==> src/rtl/mc_pkg.sv <==
// mc_pkg: shared types and encodings for the multicycle main controller.
// States, opcodes, aluop codes, pcsrc codes and ALU operand select codes.
package mc_pkg;

  // One state per step of the instruction sequencer (16 states, all encodings used)
  typedef enum logic [3:0] {
    S_FETCH   = 4'd0,
    S_DECODE  = 4'd1,
    S_MEMADR  = 4'd2,
    S_MEMRD   = 4'd3,
    S_MEMWR   = 4'd4,
    S_MEMWB   = 4'd5,
    S_LHUWB   = 4'd6,
    S_RTYPEEX = 4'd7,
    S_RTYPEWB = 4'd8,
    S_BEQEX   = 4'd9,
    S_BLTEX   = 4'd10,
    S_ADDIEX  = 4'd11,
    S_LIEX    = 4'd12,
    S_ITWB    = 4'd13,
    S_JEX     = 4'd14,
    S_ERR     = 4'd15
  } state_t;

  // Opcodes (instr[31:26])
  localparam logic [5:0] OP_R    = 6'b000000;
  localparam logic [5:0] OP_LW   = 6'b100011;
  localparam logic [5:0] OP_SW   = 6'b101011;
  localparam logic [5:0] OP_BEQ  = 6'b000100;
  localparam logic [5:0] OP_ADDI = 6'b001000;
  localparam logic [5:0] OP_J    = 6'b000010;
  localparam logic [5:0] OP_LHU  = 6'b100101;
  localparam logic [5:0] OP_BLT  = 6'b011101;
  localparam logic [5:0] OP_LI   = 6'b010001;

  // aluop codes sent to the ALU decoder
  localparam logic [1:0] ALUOP_ADD   = 2'b00;
  localparam logic [1:0] ALUOP_SUB   = 2'b01;
  localparam logic [1:0] ALUOP_FUNCT = 2'b10;
  localparam logic [1:0] ALUOP_OP    = 2'b11;

  // PC source select
  localparam logic [1:0] PCSRC_ALU    = 2'b00;
  localparam logic [1:0] PCSRC_ALUOUT = 2'b01;
  localparam logic [1:0] PCSRC_JUMP   = 2'b10;

  // ALU B operand select
  localparam logic [1:0] SRCB_REG    = 2'b00;
  localparam logic [1:0] SRCB_FOUR   = 2'b01;
  localparam logic [1:0] SRCB_IMM    = 2'b10;
  localparam logic [1:0] SRCB_IMMSH2 = 2'b11;

  // States that wait on the memory ready handshake
  function automatic logic is_wait_state(input state_t s);
    return (s == S_FETCH) || (s == S_MEMRD) || (s == S_MEMWR);
  endfunction

endpackage

==> src/rtl/mc_wait_timer.sv <==
// mc_wait_timer: memory-wait cycle counter with synchronous clear and
// count enable. timeout is high while the count equals WAIT_MAX; the
// count saturates there until cleared.
module mc_wait_timer #(
  parameter int WAIT_MAX = 15
) (
  input  logic clk,
  input  logic reset,
  input  logic clr,
  input  logic en,
  output logic timeout
);

  localparam int CW = $clog2(WAIT_MAX + 1);
  localparam logic [CW-1:0] LIMIT = CW'(WAIT_MAX);

  logic [CW-1:0] count_r;

  assign timeout = (count_r == LIMIT);

  // Count waiting cycles; clear has priority, saturate at the limit
  always_ff @(posedge clk or posedge reset) begin
    if (reset) begin
      count_r <= '0;
    end else if (clr) begin
      count_r <= '0;
    end else if (en && !timeout) begin
      count_r <= count_r + {{(CW-1){1'b0}}, 1'b1};
    end else begin
      count_r <= count_r;
    end
  end

endmodule

==> src/rtl/mc_controller.sv <==
// mc_controller: multicycle main controller for the MIPS-subset datapath.
// Moore FSM sequencing fetch/decode/execute/memory/writeback. The only
// input qualification of outputs is the memory handshake: the fetch strobes
// wait for mem_ready, and no write strobe is issued in the cycle where the
// wait timer has hit its limit. Outputs are forced low while reset is high.
// Optional feature: define MC_PERF_CNT_EN to add the 'retired' counter.
module mc_controller
  import mc_pkg::*;
#(
  parameter int WAIT_MAX = 15
`ifdef MC_PERF_CNT_EN
  ,
  parameter int PERF_W = 32
`endif
) (
  input  logic       clk,
  input  logic       reset,
  input  logic [5:0] op,
  input  logic       mem_ready,
  output logic       pcwrite,
  output logic       branch,
  output logic       iord,
  output logic       memwrite,
  output logic       irwrite,
  output logic       regdst,
  output logic       memtoreg,
  output logic       regwrite,
  output logic       alusrca,
  output logic [1:0] alusrcb,
  output logic [1:0] pcsrc,
  output logic [1:0] aluop,
  output logic       illegal
`ifdef MC_PERF_CNT_EN
  ,
  output logic [PERF_W-1:0] retired
`endif
);

  state_t     state_r;
  state_t     state_next_s;
  logic       timeout_s;
  logic       wait_clr_s;
  logic       wait_en_s;

  logic       pcwrite_s;
  logic       branch_s;
  logic       iord_s;
  logic       memwrite_s;
  logic       irwrite_s;
  logic       regdst_s;
  logic       memtoreg_s;
  logic       regwrite_s;
  logic       alusrca_s;
  logic [1:0] alusrcb_s;
  logic [1:0] pcsrc_s;
  logic [1:0] aluop_s;
  logic       illegal_s;

  // Wait counter restarts on every state change, counts not-ready cycles
  assign wait_clr_s = (state_next_s != state_r);
  assign wait_en_s  = is_wait_state(state_r) && !mem_ready;

  mc_wait_timer #(
    .WAIT_MAX(WAIT_MAX)
  ) u_wait_timer (
    .clk    (clk),
    .reset  (reset),
    .clr    (wait_clr_s),
    .en     (wait_en_s),
    .timeout(timeout_s)
  );

  // State register; reset returns to FETCH immediately
  always_ff @(posedge clk or posedge reset) begin
    if (reset) begin
      state_r <= S_FETCH;
    end else begin
      state_r <= state_next_s;
    end
  end

  // Next-state and output decode from the state register
  always_comb begin
    state_next_s = S_FETCH;
    pcwrite_s    = 1'b0;
    branch_s     = 1'b0;
    iord_s       = 1'b0;
    memwrite_s   = 1'b0;
    irwrite_s    = 1'b0;
    regdst_s     = 1'b0;
    memtoreg_s   = 1'b0;
    regwrite_s   = 1'b0;
    alusrca_s    = 1'b0;
    alusrcb_s    = SRCB_REG;
    pcsrc_s      = PCSRC_ALU;
    aluop_s      = ALUOP_ADD;
    illegal_s    = 1'b0;
    case (state_r)
      S_FETCH: begin
        alusrcb_s = SRCB_FOUR;
        if (timeout_s) begin
          state_next_s = S_ERR;
        end else if (mem_ready) begin
          irwrite_s    = 1'b1;
          pcwrite_s    = 1'b1;
          state_next_s = S_DECODE;
        end else begin
          state_next_s = S_FETCH;
        end
      end
      S_DECODE: begin
        alusrcb_s = SRCB_IMMSH2;
        case (op)
          OP_LW, OP_SW, OP_LHU: state_next_s = S_MEMADR;
          OP_R:                 state_next_s = S_RTYPEEX;
          OP_BEQ:               state_next_s = S_BEQEX;
          OP_BLT:               state_next_s = S_BLTEX;
          OP_ADDI:              state_next_s = S_ADDIEX;
          OP_LI:                state_next_s = S_LIEX;
          OP_J:                 state_next_s = S_JEX;
          default:              state_next_s = S_ERR;
        endcase
      end
      S_MEMADR: begin
        alusrca_s = 1'b1;
        alusrcb_s = SRCB_IMM;
        if (op == OP_SW) begin
          state_next_s = S_MEMWR;
        end else begin
          state_next_s = S_MEMRD;
        end
      end
      S_MEMRD: begin
        iord_s = 1'b1;
        if (timeout_s) begin
          state_next_s = S_ERR;
        end else if (mem_ready) begin
          state_next_s = (op == OP_LHU) ? S_LHUWB : S_MEMWB;
        end else begin
          state_next_s = S_MEMRD;
        end
      end
      S_MEMWR: begin
        iord_s = 1'b1;
        if (timeout_s) begin
          state_next_s = S_ERR;
        end else if (mem_ready) begin
          memwrite_s   = 1'b1;
          state_next_s = S_FETCH;
        end else begin
          memwrite_s   = 1'b1;
          state_next_s = S_MEMWR;
        end
      end
      S_MEMWB: begin
        memtoreg_s   = 1'b1;
        regwrite_s   = 1'b1;
        state_next_s = S_FETCH;
      end
      S_LHUWB: begin
        memtoreg_s   = 1'b1;
        regwrite_s   = 1'b1;
        aluop_s      = ALUOP_OP;
        state_next_s = S_FETCH;
      end
      S_RTYPEEX: begin
        alusrca_s    = 1'b1;
        aluop_s      = ALUOP_FUNCT;
        state_next_s = S_RTYPEWB;
      end
      S_RTYPEWB: begin
        regdst_s     = 1'b1;
        regwrite_s   = 1'b1;
        state_next_s = S_FETCH;
      end
      S_BEQEX: begin
        alusrca_s    = 1'b1;
        aluop_s      = ALUOP_SUB;
        branch_s     = 1'b1;
        pcsrc_s      = PCSRC_ALUOUT;
        state_next_s = S_FETCH;
      end
      S_BLTEX: begin
        alusrca_s    = 1'b1;
        aluop_s      = ALUOP_OP;
        branch_s     = 1'b1;
        pcsrc_s      = PCSRC_ALUOUT;
        state_next_s = S_FETCH;
      end
      S_ADDIEX: begin
        alusrca_s    = 1'b1;
        alusrcb_s    = SRCB_IMM;
        state_next_s = S_ITWB;
      end
      S_LIEX: begin
        alusrca_s    = 1'b1;
        alusrcb_s    = SRCB_IMM;
        aluop_s      = ALUOP_OP;
        state_next_s = S_ITWB;
      end
      S_ITWB: begin
        regwrite_s   = 1'b1;
        state_next_s = S_FETCH;
      end
      S_JEX: begin
        pcwrite_s    = 1'b1;
        pcsrc_s      = PCSRC_JUMP;
        state_next_s = S_FETCH;
      end
      S_ERR: begin
        // PC already advanced in FETCH, so the bad instruction is skipped
        illegal_s    = 1'b1;
        state_next_s = S_FETCH;
      end
      default: begin
        state_next_s = S_FETCH;
      end
    endcase
  end

  // Hold every control low while reset is asserted
  assign pcwrite  = reset ? 1'b0  : pcwrite_s;
  assign branch   = reset ? 1'b0  : branch_s;
  assign iord     = reset ? 1'b0  : iord_s;
  assign memwrite = reset ? 1'b0  : memwrite_s;
  assign irwrite  = reset ? 1'b0  : irwrite_s;
  assign regdst   = reset ? 1'b0  : regdst_s;
  assign memtoreg = reset ? 1'b0  : memtoreg_s;
  assign regwrite = reset ? 1'b0  : regwrite_s;
  assign alusrca  = reset ? 1'b0  : alusrca_s;
  assign alusrcb  = reset ? 2'b00 : alusrcb_s;
  assign pcsrc    = reset ? 2'b00 : pcsrc_s;
  assign aluop    = reset ? 2'b00 : aluop_s;
  assign illegal  = reset ? 1'b0  : illegal_s;

`ifdef MC_PERF_CNT_EN
  logic          retire_s;
  logic [PERF_W-1:0] retired_r;

  // An instruction retires when a normal execution path returns to FETCH
  assign retire_s = (state_r != S_FETCH) && (state_r != S_ERR) &&
                    (state_next_s == S_FETCH);
  assign retired  = retired_r;

  // Retired-instruction counter, wraps naturally
  always_ff @(posedge clk or posedge reset) begin
    if (reset) begin
      retired_r <= '0;
    end else if (retire_s) begin
      retired_r <= retired_r + {{(PERF_W-1){1'b0}}, 1'b1};
    end else begin
      retired_r <= retired_r;
    end
  end
`endif

endmodule

==> config.mk <==
export PLATFORM = sky130hd
export DESIGN_NAME = mc_controller
export DESIGN_NICKNAME = d
export VERILOG_FILES = /design/src/rtl/mc_pkg.sv /design/src/rtl/mc_wait_timer.sv /design/src/rtl/mc_controller.sv
export SDC_FILE = /design/constraint.sdc
export NUM_CORES = 1
export LEC_CHECK = 0
export ABC_AREA = 1
export CORE_MARGIN = 8
export CORE_UTILIZATION = 35
export CTS_BUF_LIST = sky130_fd_sc_hd__clkbuf_4 sky130_fd_sc_hd__clkbuf_8 sky130_fd_sc_hd__clkbuf_16
export DETAILED_ROUTE_END_ITERATION = 12
export DONT_BUFFER_PORTS = 1
export PLACE_DENSITY_LB_ADDON = 0.1
export REMOVE_ABC_BUFFERS = 1
export SETUP_SLACK_MARGIN = 0.4
export SYNTH_ARGS = -nofsm -noshare
export SYNTH_HDL_FRONTEND = slang
export SYNTH_HIERARCHICAL = 1
export SYNTH_SLANG_ARGS = --single-unit
==> constraint.sdc <==
create_clock -name clk -period 3.1 [get_ports clk]
set_input_delay 0.775 -clock clk [delete_from_list [all_inputs] [get_ports clk]]
set_output_delay 0.775 -clock clk [all_outputs]
set_load 0.02 [all_outputs]
## Yosys cells after proc, flatten, opt, wreduce, memory -nomap -nowiden

Cells that the tools add are included.

| word-level totals | value |
|---|---|
| register bits | 8 |
| latch bits | 0 |
| RAM bits | 0 |
| memory bits (read-only) | 0 |
| bits of input ports | 9 |
| output and inout port bits | 16 |
| logic and storage cells | 88 |
| memories kept | 0 |

| operators by class | value |
|---|---|
| add/sub/neg operators | 1 |
| multipliers | 0 |
| div/mod/pow operators | 0 |
| order comparisons | 0 |
| eq/ne operators | 25 |
| shifts and indexed selects | 0 |
| muxes and demuxes | 41 |
| bitwise operators | 0 |
| reductions and logical operators | 19 |

Operator list:

| operator | number |
|---|---|
| $eq 4x4->1 const B | 9 |
| $pmux 4 s8 | 1 |
| $pmux 4 s7 | 1 |
| $mux 1 | 23 |
| $mux 4 | 5 |
| $eq 6x6->1 const B | 3 |
| $eq 4x3->1 const B | 4 |
| $eq 6x5->1 const B | 2 |
| $pmux 2 s3 | 2 |
| $mux 3 | 3 |
| $reduce_or 3->1 | 3 |
| $eq 4x2->1 const B | 2 |
| $mux 2 | 4 |
| $reduce_or 2->1 | 4 |
| $reduce_or 8->1 | 1 |
| $eq 6x2->1 const B | 1 |
| $eq 6x3->1 const B | 1 |
| $eq 6x4->1 const B | 1 |
| $logic_not 6->1 | 1 |
| $reduce_or 6->1 | 1 |
| $add 4x1->4 const B | 1 |
| $eq 4x1->1 const B | 1 |
| $logic_not 4->1 | 1 |
| $ne 4x4->1 | 1 |
| 7 further kinds | 10 |

## Logic depth before layout (Yosys ltp)

Gate-level depths: netlist of the first run.

| depth | value |
|---|---|
| word-level depth | 7 |
| mapped depth | 16 |
| mapped depth without buffers | 16 |

## By module

Netlist of the first run, hierarchy kept.

By module, submodules not included:

| module | times used | cells an instance | area an instance (um2) | sequential area each (um2) |
|---|---|---|---|---|
| mc_controller | 1 | 158 | 813.3 | 100.1 |
| mc_wait_timer | 1 | 30 | 229.0 | 100.1 |

## Least setup slack after synthesis of the first run

OpenSTA, ideal clock, no wires.

| path | value |
|---|---|
| path kind | flip-flop to output port |
| start | reg u_wait_timer.count_r[0] |
| end | out pcwrite |
| arrival time | 1.423 ns |
| data required time | 2.325 ns |
| setup slack | 0.902 ns |
| cell stages (with the launch flop) | 7 |
| path buffers | 0 |
| cell sequence | dfrtp_1 ha_1 nand3_1 inv_1 nor2_1 nand2_1 a21oi_1 |

| on the way | value |
|---|---|
| word-level cells in the longest chain between the ends | 4 |

Ends and longest elaborated chain:

| item | RTL line | source |
|---|---|---|
| start, declared | mc_wait_timer.sv:17 | `logic [CW-1:0] count_r;` |
| start signal, assigned | mc_wait_timer.sv:28 | `count_r <= count_r + {{(CW-1){1'b0}}, 1'b1};` |
| start signal, assigned | mc_wait_timer.sv:30 | `count_r <= count_r;` |
| $eq 4x4->1 | mc_wait_timer.sv:19 | `assign timeout = (count_r == LIMIT);` |
| named net timeout_s | mc_controller.sv:41 | `logic timeout_s;` |
| $mux 1 | mc_controller.sv:101 | `if (timeout_s) begin` |
| $pmux 1 s2 | mc_controller.sv:98 | `case (state_r)` |
| $mux 1 | mc_controller.sv:222 | `assign pcwrite = reset ? 1'b0 : pcwrite_s;` |
| end, declared | mc_controller.sv:20 | `output logic pcwrite,` |

The timed path passes the listed nets, and every way through them passes these cells.

## Worst setup path after layout of the first run

Ends and elaborated chain as after synthesis.

==> results of run 1 <==
[report_power, final]
| group | internal (uW) | total (uW) | switching (uW) |
|---|---|---|---|
| registers | 132 | 174 | 42.1 |
| logic | 171 | 587 | 416 |
| clock network | 44.1 | 76.0 | 31.9 |
| total | 347 | 837 | 490 |
[worst max-delay path: stages, from the launching register on]
cell	delay, ns
dfrtp_1	0.42
ha_1	0.24
nand3_1	0.11
inv_1	0.10
nor2_1	0.23
nand2_1	0.14
a21oi_2	0.28
[stage by stage]
stage / hold slack [ns] / util (%) / worst slack (ns)
final: 0.3017 / 37.54 / 0.5523
after global placement: 0.5248 / 36.57 / 0.7718
after global routing: 0.2987 / 37.54 / 0.3946
after floorplan: 0.4879 / - / 0.9025
after detailed placement: 0.5321 / 36.57 / 0.7437
after CTS: 0.2999 / 37.33 / 0.4613
[cell usage in the layout, fill, tap and decap left out]
master    count
dfrtp_1       8
nand3_2       2
nand3b_1      2
inv_2         6
and2_1        1
nor2_2        9
o21a_1        1
nand3_1      14
nor2_4        3
o211ai_1      1
o21ai_2       1
o22ai_1       1
nand2_4       1
xor2_1        1
ha_1          1
clkbuf_4      3
nand2_1      52
nor3_1        4
o21ai_0       4
a21oi_2       1
a21oi_1       3
nand2_2       3
and3_1        1
nor2_1       28
inv_1        30
a31oi_1       2
nand4_1       7
[cell families after synthesis]
logic type      Yosys count
compound gates           14
xor+xnor                  1
fa+ha+maj                 1
buf+inv                  37
flops                     8
simple gates            127
[state kept, by name (all words and copies together) (netlist names)]
signal,count
state_r,4
u_wait_timer/count_r,4
[metal layers]
layer	vias up	part of all wire [%]	GRT usage, %
met5	-	0	0
met4	0	0.63	4.157
met3	2	3.8	1.271
met2	24	45	17.84
met1	484	51	15.35
li1	592	-	-
[final cells by class]
cell class                 count  area [sq um]
multi-input combinational    143         709.4
clock buffer                   3         22.52
inverter                      36         135.1
tap                           33         41.29
sequential                     8         200.2
fill                         336          1844
[what timing repair did]
| item | CTS | global route |
|---|---|---|
| hold buffers | 0 | 0 |
| setup endpoints to repair | 0 | 2 |
| resized for setup | 0 | 2 |
| setup buffers | 0 | 0 |
[worst paths after layout]
check	startpoint	to	slack (ns)	depth (start not counted)
worst min-delay path	reset	u_wait_timer/count_r[3]	0.30	1
min in group clk	u_wait_timer/count_r[1]	u_wait_timer/count_r[1]	0.54	2
worst min register to register	u_wait_timer/count_r[1]	u_wait_timer/count_r[1]	0.54	2
worst max-delay path	u_wait_timer/count_r[0]	pcwrite	0.55	6
worst max register to register	u_wait_timer/count_r[0]	u_wait_timer/count_r[3]	0.85	14
max in group asynchronous	reset	state_r[2]	2.62	1
==> impl_metrics.py, run 1 <==
metrics = {
    "clock_network": {
        "clkLatencyLatePin_ns": 0.24,
        "cts_buffer_depth": 2,
        "h-tree-depth": 1,
        "cts_sinks": 8,
        "cts_tree": "built",
        "clockRootBuffer": "clkbuf_4",
        "path_clk_slew_ns": 0.05,
        "cts_buffers": 3,
    },
    "yosys": {
        "synth_compound_area_share_pct": 7.923,
        "synth_top_area_share_pct": 19.21,
        "synth.most_common_cell": "nand2_1",
        "synth.largest_area_cell": "dfrtp_1",
        "syn_inst": 188,
        "synth.avg_cell_area_sq_um": 5.544,
        "synth_seq_cells": 8,
        "ys_async_sr_fraction_pct": 100.0,
        "synth_top_family_by_area": "simple AND/OR/NAND/NOR gates",
        "synth-main-ff-cell": "dfrtp_1",
        "synthAdderAreaFrac_pct": 1.200,
        "synth_common_cells": "nand2_1 (52), inv_1 (30), nor2_1 (29)",
        "synthMuxAreaShare_pct": 0,
        "synth-warning-count": 6,
        "synth.yosys.seq_area_share_pct": 19.21,
        "synth_edf_count": 0,
        "yosys-top-cells-area": "dfrtp_1 (19%), nand2_1 (19%), inv_1 (11%)",
        "synth-xor-area-share_pct": 0.8403,
        "syn-cell-area_sq_um": 1042,
        "yosys.cell_types.count": 26,
        "yosys.area_share.simple_pct": 57.50,
    },
    "power_and_ir_drop": {
        "ir_drop_uv": 248.8,
        "leakage_uw": 0.0006351,
        "p_total_uw": 837.1,
        "powerDensity_nw_per_um2": 755.1,
    },
    "routing": {
        "initialDrtViolationCount": 34,
        "drtAntennaViolNets": 0,
        "routed_wl_mm": 2.700,
        "dr.pass1.iters": 4,
        "wl_per_cell_um": 12.11,
        "route.vias.total": 1102,
        "remaining_drc_errors": 0,
        "vias_per_cell": 4.942,
    },
    "timing": {
        "fin_crit_sh_pct": 82.18,
        "fmaxAchievable_mhz": 392.5,
        "finalHoldViolCount": 0,
        "rsz0062_at_grt": "true",
        "setup_viol": 0,
        "final.setup_skew_ns": 0.003837,
        "finalSetupTns_ns": 0,
        "slew-limit-headroom_pct": 54.67,
        "slew_viol_final": 0,
        "fin_crit_ns": 2.548,
        "worst_slew_pin_slew_ns": 0.6747,
    },
    "setup_path": {
        "worstSetupEndpointType": "primary output",
        "path_max_fanout": 5,
        "required_ns": 2.32,
        "start_kind": "flip-flop",
        "critPathKind": "reg -> out",
        "worstPathArrival_ns": 1.77,
    },
    "placed_design": {
        "place_congestion": 0.8104,
        "dpl-instance-area_sq_um": 1080,
        "placed_cells": 220,
        "hpwl_mm": 2.315,
        "portBuffers": 0,
    },
    "global_route": {
        "grt_max_degree": 17,
        "grt_pass1_vias": 1090,
        "grt_pass1_wl_mm": 4.754,
        "grt_overflow": 0,
        "grt_usage_pct": 11.31,
        "antenna_found_initial": 0,
    },
    "die": {
        "io_pins": 25,
        "die_w_um": 70.57,
        "die_h_um": 70.57,
        "dieArea_sq_um": 4980,
        "coreArea_sq_um": 2953,
        "row_count": 20,
        "start_util_pct": 35.30,
    },
    "cells_and_area": {
        "drive_above_1_share_pct": 15.26,
        "final_cells": 223,
        "fin_area_sq_um": 1109,
        "diodes": 0,
        "design.final.nets": 202,
        "area_growth_pct": 6.362,
    },
    "min_path": {
        "hp-class": "in -> async",
    },
    "status": {
        "status": "finished clean",
    },
    "run": {
        "maxCapViolCount": 0,
    },
}
No activity file was read; power rests on OpenSTA's default activity.
==> run 2, diff against run 1 <==
==> constraint.sdc (replaced) <==
create_clock -name clk -period 2.4 [get_ports clk]
set_input_delay 0.6 -clock clk [delete_from_list [all_inputs] [get_ports clk]]
set_output_delay 0.6 -clock clk [all_outputs]
set_load 0.02 [all_outputs]
==> run 2 against run 1 <==
Effect of this change: non-clock buffer count grew 29; worst hold slack lost 0.17 ns; global-route usage grew 1.7 points; register-to-register slack lost 0.46 ns; first-iteration DRC count shrank 5.9%; clock power grew 28%; utilization grew 15 points; critical path depth grew 1; combinational power grew 110%; routed wire length grew 20%; via count grew 13%; power grew 93%; largest cell class unchanged; highest routed layer unchanged.
==> impl_metrics.py, run 2 (same netlist as run 1, synthesis figures left out) <==
metrics = {
    "status": {
        "status": "finished clean",
    },
    "die": {
        "die_w_um": 70.57,
        "row_count": 20,
        "dieArea_sq_um": 4980,
        "start_util_pct": 35.30,
        "io_pins": 25,
        "die_h_um": 70.57,
        "coreArea_sq_um": 2953,
    },
    "timing": {
        "rsz0062_at_grt": "true",
        "fmaxAchievable_mhz": 478.7,
        "setup_slack_ns": 0.3111,
        "whs_ns": 0.1309,
        "slew_viol_final": 0,
        "slew-limit-headroom_pct": 81.35,
        "worst_slew_pin_slew_ns": 0.2787,
        "fin_crit_ns": 2.089,
        "finalSetupTns_ns": 0,
        "setup_viol": 0,
        "final.setup_skew_ns": 0.001859,
        "finalHoldViolCount": 0,
        "fin_crit_sh_pct": 87.04,
    },
    "routing": {
        "dr_wl_met2_mm": 1.641,
        "initialDrtViolationCount": 32,
        "drtAntennaViolNets": 0,
        "routed_wl_mm": 3.250,
        "vias_per_cell": 4.960,
        "dr.pass1.iters": 4,
        "routed.top_layer": "met4",
        "dr_wl_met3_um": 112,
        "remaining_drc_errors": 0,
        "wl_per_cell_um": 12.90,
        "wl_met1_mm": 1.448,
        "route.vias.total": 1250,
    },
    "clock_network": {
        "cts_sinks": 8,
        "cts_buffers": 3,
        "h-tree-depth": 1,
        "path_clk_slew_ns": 0.05,
        "cts_hold_buf": 0,
        "clockRootBuffer": "clkbuf_4",
        "cts_tree": "built",
        "clkLatencyLatePin_ns": 0.24,
        "cts_buffer_depth": 2,
    },
    "setup_path": {
        "start_kind": "flip-flop",
        "required_ns": 1.80,
        "ff2ff_path_depth": 14,
        "critPathKind": "reg -> out",
        "path_max_fanout": 5,
        "timing.rr.end": "u_wait_timer/count_r[3]",
        "worstSetupEndpointType": "primary output",
        "worstPathArrival_ns": 1.49,
        "reg2reg_from": "u_wait_timer/count_r[1]",
        "regToRegSetupSlack_ns": 0.39,
    },
    "cells_and_area": {
        "area_growth_pct": 49.34,
        "diodes": 0,
        "final_cell_mix": "nand2_1 (46), buf_4 (26), inv_1 (19)",
        "drive_above_1_share_pct": 46.58,
        "layout_commonest_cell": "nand2_1",
        "design.final.nets": 231,
        "top_regs": "state_r (4), u_wait_timer/count_r (4)",
        "fin_area_sq_um": 1556,
    },
    "placed_design": {
        "portBuffers": 0,
        "place_congestion": 0.8691,
        "dpl_worst_slack_ns": 0.08780,
        "hpwl_mm": 2.358,
        "dpl-instance-area_sq_um": 1125,
    },
    "global_route": {
        "grt_max_degree": 17,
        "grt_usage_pct": 13.05,
        "grt_overflow": 0,
        "grt_pass1_vias": 1248,
        "antenna_found_initial": 0,
        "grt_pass1_wl_mm": 5.409,
    },
    "power_and_ir_drop": {
        "leakage_uw": 0.0008110,
        "ir_drop_uv": 502.2,
        "powerDensity_nw_per_um2": 1036,
        "p_total_uw": 1613,
    },
    "run": {
        "maxCapViolCount": 0,
    },
    "min_path": {
        "hp-class": "in -> async",
    },
}
==> run 2: cell types whose count changed in the layout (fill, tap and decap cells not counted), sizes merged <==
cell  change
buf      +29
==> run 2: worst max-delay path, stage by stage, from the launching register on <==
cell     delay (ns)
dfrtp_1        0.38
ha_2           0.21
nand3_4        0.10
inv_4          0.06
nor2_4         0.13
nand2_2        0.10
a21oi_2        0.12
buf_4          0.15
==> run 2: routing by layer <==
| metal | GRT usage (%) | vias up |
|---|---|---|
| li1 | - | 656 |
| met1 | 15.64 | 568 |
| met2 | 22.47 | 20 |
| met3 | 2.260 | 6 |
| met4 | 5.081 | 0 |
| met5 | 0 | - |
==> run 2: how the worst max path moves through the flow <==
stage / start / slack, ns / end / cells after the start
floorplan: u_wait_timer/count_r[0] / 0.38 / pcwrite / 6
detailed placement: u_wait_timer/count_r[0] / 0.09 / u_wait_timer/count_r[3] / 14
CTS: state_r[2] / 0.32 / alusrca / 7
global route: u_wait_timer/count_r[1] / 0.21 / u_wait_timer/count_r[3] / 14
finish: u_wait_timer/count_r[1] / 0.31 / pcwrite / 7
global placement: u_wait_timer/count_r[0] / 0.12 / u_wait_timer/count_r[3] / 14
==> run 2: power breakdown <==
part           internal [uW]  switching, uW
combinational            509            742
clock                   56.8           40.3
sequential               176           87.9
total                    743            870
==> run 2: layout make-up <==
type                    count  area (sq um)
clock buffers               3         22.52
well taps                  33         41.29
fillers                   294          1396
multi-input cells         143         915.9
repair buffers             29         229.0
flip-flops and latches      8         205.2
inverters                  36         142.6
==> run 2: metrics by stage <==
| stage | cells | util, % |
|---|---|---|
| final | 252 | 52.71 |
| after global routing | 252 | 52.71 |
| after CTS | 247 | 48.56 |
| after detailed placement | 226 | 38.09 |
| after global placement | 226 | 38.09 |
| after floorplan | 187 | - |
==> run 2: what timing repair did <==
action                                  CTS  global route
endpoints found under the setup margin   17            19
resized for setup                        53            23
buffers inserted                         18             5
pin swaps                                17            17
==> run 3, diff against run 2 <==
--- a/config.mk
+++ b/config.mk
@@ -14,6 +14,7 @@
 export PLACE_DENSITY_LB_ADDON = 0.1
 export REMOVE_ABC_BUFFERS = 1
 export SETUP_SLACK_MARGIN = 0.4
+export SLEW_MARGIN = 20
 export SYNTH_ARGS = -nofsm -noshare
 export SYNTH_HDL_FRONTEND = slang
 export SYNTH_HIERARCHICAL = 1
==> results of run 3 <==
Final layout, timing and power as in run 2 (identical DEF).
